--- config.mk ---
export PLATFORM = sky130hd
export DESIGN_NAME = kanagawa_programmable_delay_fifo
export DESIGN_NICKNAME = d
export VERILOG_FILES = /design/src/rtl/kanagawa_programmable_delay_fifo.sv
export SDC_FILE = /design/constraint.sdc
export NUM_CORES = 2
export LEC_CHECK = 0
export BUFFER_PORTS_ARGS = -buffer_cell sky130_fd_sc_hd__buf_2
export CAP_MARGIN = 0
export CELL_PAD_IN_SITES_DETAIL_PLACEMENT = 0
export CELL_PAD_IN_SITES_GLOBAL_PLACEMENT = 1
export CORE_MARGIN = 4
export CORE_UTILIZATION = 35
export CTS_CLUSTER_DIAMETER = 150
export CTS_CLUSTER_SIZE = 20
export DETAILED_ROUTE_END_ITERATION = 12
export HOLD_SLACK_MARGIN = 0.12
export MAX_ROUTING_LAYER = met4
export PLACE_DENSITY_LB_ADDON = 0.1
export SLEW_MARGIN = 20
export SYNTH_ARGS = -nofsm -noshare
export SYNTH_HDL_FRONTEND = slang
export SYNTH_SLANG_ARGS = --single-unit
--- constraint.sdc ---
create_clock -name clk -period 2.81 [get_ports clk]
set_input_delay 0.4215 -clock clk [delete_from_list [all_inputs] [get_ports clk]]
set_output_delay 0.4215 -clock clk [all_outputs]
set_load 0.01 [all_outputs]
--- src/rtl/kanagawa_programmable_delay_fifo.sv ---
// -----------------------------------------------------------------------------
// kanagawa_programmable_delay_fifo
//
// Runtime-programmable delay line. Every cycle one {valid, data} word enters a
// circular buffer. The word that entered D+1 cycles earlier leaves through a
// single output register. D can be reloaded at any time. After each reload,
// and after reset, a warm-up counter masks the output so that stale buffer
// contents are never reported as valid. The buffer itself is never cleared.
//
// Parameters
//   WIDTH         data word width
//   MAX_DELAY     largest programmable D
//   RESET_DELAY   D after reset
//   USE_LUTRAM    1 = distributed (MLAB) storage, 0 = block RAM
//   DEVICE_FAMILY target family; selects the block RAM flavour
//   DW            width of the delay fields, $clog2(MAX_DELAY+1)
//
// Ports
//   clk           clock
//   rst           synchronous active-high reset
//   delay_in      requested delay D (values above MAX_DELAY are clamped)
//   delay_load    latch delay_in this cycle and restart warm-up
//   input_valid   qualifier for data_in
//   data_in       input word
//   output_valid  qualifier for data_out
//   data_out      delayed word, forced to 0 when output_valid=0
//   delay_busy    warm-up in progress
//   delay_current active D
// -----------------------------------------------------------------------------
module kanagawa_programmable_delay_fifo #(
    parameter int    WIDTH         = 16,
    parameter int    MAX_DELAY     = 64,
    parameter int    RESET_DELAY   = 8,
    parameter int    USE_LUTRAM    = 1,
    parameter string DEVICE_FAMILY = "Stratix10",
    localparam int   DW            = $clog2(MAX_DELAY + 1)
) (
    input  logic             clk,
    input  logic             rst,
    input  logic [DW-1:0]    delay_in,
    input  logic             delay_load,
    input  logic             input_valid,
    input  logic [WIDTH-1:0] data_in,
    output logic             output_valid,
    output logic [WIDTH-1:0] data_out,
    output logic             delay_busy,
    output logic [DW-1:0]    delay_current
);

    // The buffer depth is a power of two, so pointer arithmetic wraps naturally.
    localparam int AW    = DW;
    localparam int DEPTH = 1 << AW;

    localparam logic [DW-1:0] MAX_D   = DW'(MAX_DELAY);
    localparam logic [DW-1:0] RESET_D = DW'(RESET_DELAY);

    typedef enum logic {
        WARM = 1'b0,
        RUN  = 1'b1
    } state_t;

    state_t          state_q, state_d;
    logic [DW-1:0]   d_q, d_d;
    logic [DW:0]     cnt_q, cnt_d;
    logic [AW-1:0]   wr_ptr_q;
    logic [DW:0]     d_plus1;
    logic            busy;

    logic [AW-1:0]   rd_addr;
    logic [WIDTH:0]  wr_word;
    logic [WIDTH:0]  ram_q;
    logic [WIDTH:0]  byp_q;
    logic            byp_sel_q;
    logic [WIDTH:0]  out_word;

    assign d_plus1 = {1'b0, d_q} + (DW+1)'(1);
    assign busy    = (cnt_q < d_plus1);
    assign rd_addr = wr_ptr_q - d_q;
    assign wr_word = {input_valid, data_in};

    // -------------------------------------------------------------------------
    // Control: delay register, warm-up counter, WARM/RUN state
    // -------------------------------------------------------------------------
    always_comb begin
        d_d     = d_q;
        cnt_d   = cnt_q;
        state_d = state_q;
        if (delay_load) begin
            // Clamp out-of-range requests instead of letting them wrap.
            d_d     = (delay_in > MAX_D) ? MAX_D : delay_in;
            cnt_d   = '0;
            state_d = WARM;
        end else begin
            case (state_q)
                WARM: begin
                    if (busy) begin
                        cnt_d = cnt_q + (DW+1)'(1);
                    end else begin
                        state_d = RUN;
                    end
                end
                RUN: begin
                    state_d = RUN;
                end
                default: begin
                    state_d = WARM;
                end
            endcase
        end
    end

    always_ff @(posedge clk) begin
        if (rst) begin
            d_q      <= RESET_D;
            cnt_q    <= '0;
            state_q  <= WARM;
            wr_ptr_q <= '0;
        end else begin
            d_q      <= d_d;
            cnt_q    <= cnt_d;
            state_q  <= state_d;
            wr_ptr_q <= wr_ptr_q + AW'(1);
        end
    end

    // -------------------------------------------------------------------------
    // Storage: written every cycle, registered read with old-data semantics.
    // For D >= 1 the addressed entry was written D edges earlier, so a
    // read-during-write on the same address can never occur.
    // -------------------------------------------------------------------------
    generate
        if (USE_LUTRAM != 0) begin : g_lutram
            (* ramstyle = "MLAB, no_rw_check" *) logic [WIDTH:0] mem_q [DEPTH];
            always_ff @(posedge clk) begin
                mem_q[wr_ptr_q] <= wr_word;
                ram_q           <= mem_q[rd_addr];
            end
        end else if (DEVICE_FAMILY == "Cyclone V") begin : g_m10k
            (* ramstyle = "M10K, no_rw_check" *) logic [WIDTH:0] mem_q [DEPTH];
            always_ff @(posedge clk) begin
                mem_q[wr_ptr_q] <= wr_word;
                ram_q           <= mem_q[rd_addr];
            end
        end else begin : g_m20k
            (* ramstyle = "M20K, no_rw_check" *) logic [WIDTH:0] mem_q [DEPTH];
            always_ff @(posedge clk) begin
                mem_q[wr_ptr_q] <= wr_word;
                ram_q           <= mem_q[rd_addr];
            end
        end
    endgenerate

    // D=0 means "this cycle's input, one register later". The RAM cannot
    // return the word being written in the same edge, so a bypass register
    // carries it instead. Its select is captured with the same edge as the
    // data, so a delay reload stays consistent (and is masked by warm-up).
    always_ff @(posedge clk) begin
        byp_q     <= wr_word;
        byp_sel_q <= (d_q == '0);
    end

    assign out_word = byp_sel_q ? byp_q : ram_q;

    // -------------------------------------------------------------------------
    // Outputs
    // -------------------------------------------------------------------------
    assign output_valid  = out_word[WIDTH] & ~busy;
    assign delay_busy    = busy;
    assign delay_current = d_q;

    genvar gi;
    generate
        for (gi = 0; gi < WIDTH; gi++) begin : g_dout
            assign data_out[gi] = out_word[gi] & output_valid;
        end
    endgenerate

endmodule

==> Flow_metrics.wiki <==
{| class="wikitable"
! Metric !! Value
|-
| Result of the run || finished, violations left
|-
| Violations in the final reports || negative setup slack
|-
| Xor/xnor share of the synthesized area || 0.313%
|-
| Required time reported for the critical path endpoint || 2.39 ns
|-
| Delay of the slowest critical-path stage || 0.36 ns
|-
| Final worst slack || -0.980 ns
|-
| Final clock period utilization by the worst path || 135%
|-
| WL final || 262000 um
|-
| Number of unique standard cell types used by synthesis || 63
|-
| Pwr per Cell Area || around 670 nW/um2
|-
| Ys async rst share || 0%
|-
| DRC marker count from the first detailed-route iteration || 4039
|-
| Endpoint of the worst register-to-register path || ram_q[12]
|-
| Clock tree skew after final layout || 0.0372 ns
|-
| Skew-Pair Late Insertion Delay || 0.82 ns
|-
| Filler cells || 21501
|-
| Highest achievable clock rate || 264 MHz
|-
| Synth Net Count || 4086
|-
| GPL Wtd Cong || 0.803
|-
| Setup repair after global routing missed its margin || yes
|-
| Worst setup path class || flop to output port
|-
| Worst setup timing slack at the placement stage || -1.41 ns
|-
| Final nets || 4796
|-
| Final number of max-transition violations || 0
|-
| VDD IR-drop max || 0.550 mV
|-
| Overall routing resource usage || a little over a fifth
|-
| Element type at the critical path end || output port
|-
| Fraction of the mapped netlist area in simple logic gates || between 3 and 4%
|-
| Synth Warn # || 0
|-
| Arithmetic-cell share of the synthesized area counting full adders, half adders and majority gates || 0.270%
|-
| Area Growth Syn to Fin || 19.1%
|-
| Post-synthesis instance area || 86300 um2
|-
| Top-area cell type share of the netlist area || 75.7%
|-
| Overall Power || 69000 uW
|-
| Clock input transition at the sequential cells of the worst setup and hold paths || ~0.09 ns
|-
| Port-buffer cells || 51
|-
| Synthesis-stage register bit count || 2234
|-
| Maxcap violations || 0
|-
| ANT nets after route || 0
|-
| Arrival time at the worst endpoint || 3.37 ns
|-
| R2R setup slack || -0.96 ns
|-
| Pin count of the biggest net entering global routing || 73
|-
| Slew margin rel. || 39.3%
|-
| Clock buffers created by TritonCTS || 121
|-
| Synthesized area per cell || 21.4 um2
|-
| Static Leakage || 0.0330 uW
|-
| Detailed placement HPWL || roughly 170000 um
|-
| Switching share of total power || 26.6%
|-
| Remaining DRCs || 0
|-
| Gate Count Post-Synth || 4041
|-
| Standard cell core area || around 250000 um2
|-
| Origin of the worst setup path || delay_current[0]
|-
| Maximum buffer depth of the clock tree || 3
|-
| WL/cell || about 33 um
|-
| Largest family of logic cells by synthesized area || multiplexers
|-
| Most area-hungry cell type in the Yosys netlist || edfxtp_1
|-
| Final-layout worst hold slack || 0.183 ns
|-
| Fin crit period || 3.79 ns
|-
| Total number of vias || 43193
|-
| Worst path most repeated cell || a21o_1
|-
| Startpoint of the worst-slack reg-to-reg timing path || delay_current[0]
|-
| Largest cells by area after synthesis || edfxtp_1 (76%), mux4_2 (15%), dfxtp_1 (1.3%)
|-
| Gate power share || 19.3%
|-
| Area of the die || 255000 um2
|-
| Share of final-layout standard cells stronger than drive strength 1 || 37.0%
|-
| CP Launch Type || flop
|-
| First-pass GRT wire length || 366000 um
|-
| Synthesized-area fraction occupied by ao, oa, aoi and oai cells || ~1.5%
|-
| Y dimension of the die || 505 um
|-
| Worst hold path startpoint || data_in[8]
|-
| Worst min-delay path class || input pin to flop
|-
| Number of placement rows || 182
|-
| Clk sinks || approximately 2200
|-
| Total global routing overflow || 0
|-
| Reported net switching power || roughly 18000 uW
|-
| Max FO, Critical Path || 8
|-
| First-pass iteration count of the detailed router || 5
|-
| H-Tree Depth || 3
|-
| CTS tree || done
|-
| Cell internal power dissipation || 50700 uW
|-
| Horiz. Die Dim || between 500 and 600 um
|-
| Number of top-level pins || 52
|-
| Vias in the first global route || ~44000
|-
| Number of hold violations in the final report || 0
|-
| Initial antenna violation count || 17
|-
| Share of cell area taken by muxes after synthesis || 16.1%
|-
| Worst Max-Slew Pin Slew || between 0.9 and 1 ns
|-
| Slowest CP cell || dfxtp_4
|-
| Starting Density || 35.1%
|-
| Most used flip-flop cell after synthesis || edfxtp_1
|-
| Terminating pin of the worst hold path || g_lutram.mem_q[70][8]
|-
| Sequential fraction of the synthesis area || 77.1%
|-
| Worst-path cell chain || buf_6 -> inv_2 -> nor3_4 -> nand3_2 -> xnor2_2 -> ha_1 -> a21o_1 -> a21o_1 -> a21oi_2 -> nor2b_4 -> or2_4 -> buf_16 -> nor2_2 -> buf_2
|-
| Root cell of the clock tree || clkbuf_16
|-
| Cell depth of the worst flop-to-flop path || 13
|-
| Post-detailed-route via-to-cell ratio || 5.37
|-
| Count of flip-flops with a built-in enable after synthesis || 2176
|-
| Share of total power in sequential cells || around 54%
|-
| Clk network pwr share || about 27%
|-
| WHS Path Cells || 1
|-
| Number of endpoints failing setup at the final stage || 35
|}
==> layer usage <==
metal | vias up | GRT usage, % | share of wire [%]
li1 | 18067 | - | -
met1 | 24001 | 30.2 | 47
met2 | 928 | 32.8 | 48
met3 | 197 | 2.17 | 4.1
met4 | 0 | 3.69 | 1.6
met5 | - | - | 0
==> cell usage in the layout, fill, tap and decap left out, types with 22 or more instances in the layout <==
master	Yosys	routed
edfxtp_1	2176	2176
nor2_2	2	94
nand3_1	103	64
nand4_1	22	22
clkbuf_16	0	124
buf_12	0	153
nand3_2	0	22
buf_6	6	66
nand2_1	282	259
mux2i_1	113	97
dfxtp_1	58	52
buf_4	38	508
clkbuf_1	76	51
nor2_1	192	86
mux4_2	568	568
dlygate4sd3_1	0	35
nand2_2	2	24
==> registers in the layout, summed over array words and instances (netlist names) <==
register and cells:
g_lutram.mem_q 2176, byp_q 17, ram_q 17, cnt_q 8, delay_current 7, wr_ptr_q 7, byp_sel_q 1, state_q 1
==> power groups by stage <==
| stage | combinational [uW] | sequential [uW] | clock [uW] |
|---|---|---|---|
| 2_1_floorplan | 5270 | 37500 | 0 |
| 3_3_place_gp | 11900 | 37700 | 0 |
| 3_5_place_dp | 11900 | 37700 | 0 |
| 4_1_cts | 13200 | 37000 | 19400 |
| 5_1_grt | 13900 | 37000 | 20700 |
| 6_report | 13300 | 37000 | 18800 |
==> how the worst max path moves through the flow <==
stage                     slack [ns]          end  cells after the start
after floorplan                -0.01     ram_q[4]                     10
after global placement         -1.45     ram_q[1]                     13
after detailed placement       -1.41     ram_q[1]                     13
after CTS                      -1.17  data_out[4]                     16
after global routing           -1.16  data_out[5]                     15
final                          -0.98  data_out[2]                     14
==> timing repair <==
item,CTS,global route
setup endpoints to repair,40,40
gates resized for setup,229,127
setup buffers,68,40
pin swaps,50,57
gates cloned,13,2
hold endpoints to repair,320,0
hold buffers,35,0
==> cells in the mapped netlist (6+ instances only) <==
cell type and n:
a32oi_1 21, a221oi_1 7, xor2_1 11, a22o_1 7, buf_1 14, buf_6 6, nand2_1 282, edfxtp_1 2176
a31oi_1 28, and3_1 20, inv_1 14, buf_4 38, ha_1 17, a21oi_1 35, dfxtp_1 58, mux2i_1 113
a32o_1 6, nor3_1 9, clkbuf_1 76, nand2b_1 8, a22oi_1 14, o21ai_0 11, xnor2_1 8, nor2b_1 8
nand3_1 103, o22ai_1 19, mux4_2 568, nand4_1 22, buf_2 87, nor2_1 192
==> worst max-delay path: cells and delay by family, from the launching register on <==
kind / cells / cell delay [ns]
AOI/OAI and AO/OA: 3 / 0.46
buffers and inverters: 4 / 0.52
adders and majority gates: 1 / 0.29
DFF: 1 / 0.36
xor gates and xnor gates: 1 / 0.15
and+or+nand+nor: 5 / 0.76
==> through the flow <==
step | instances | instance area (um2) | TNS [ns] | util, %
after floorplan | 4041 | 86500 | -0.0372 | -
after global routing | 8033 | 103000 | -35.04 | 41.8
after global placement | 7720 | 96400 | -23.96 | 39.2
after detailed placement | 7720 | 96400 | -24.19 | 39.2
final | 8036 | 103000 | -30.60 | 41.8
after CTS | 8006 | 102000 | -34.43 | 41.6
==> cells by family (layout without fill, tap and decap cells) <==
kind of cell,count (synthesis),count (layout)
other cells,0,7
fa+ha+maj,18,18
xor+xnor,24,24
compound gates,176,176
simple gates,673,673
flops,2234,2234
mux,681,681
buf+inv,235,1003
==> area by class of cell <==
type / count / area, um2 / area share, %
diodes: 7 / 17.5 / 0.0170
clock buffers: 173 / 3240 / 3.16
clock inverters: 8 / 105 / 0.102
inverters: 14 / 60.1 / 0.0584
multi-input cells: 1572 / 20200 / 19.6
flip-flops and latches: 2234 / 66500 / 64.7
well taps: 3220 / 4030 / 3.92
repair buffers: 808 / 8690 / 8.45
(Power assumes the default switching activity.)
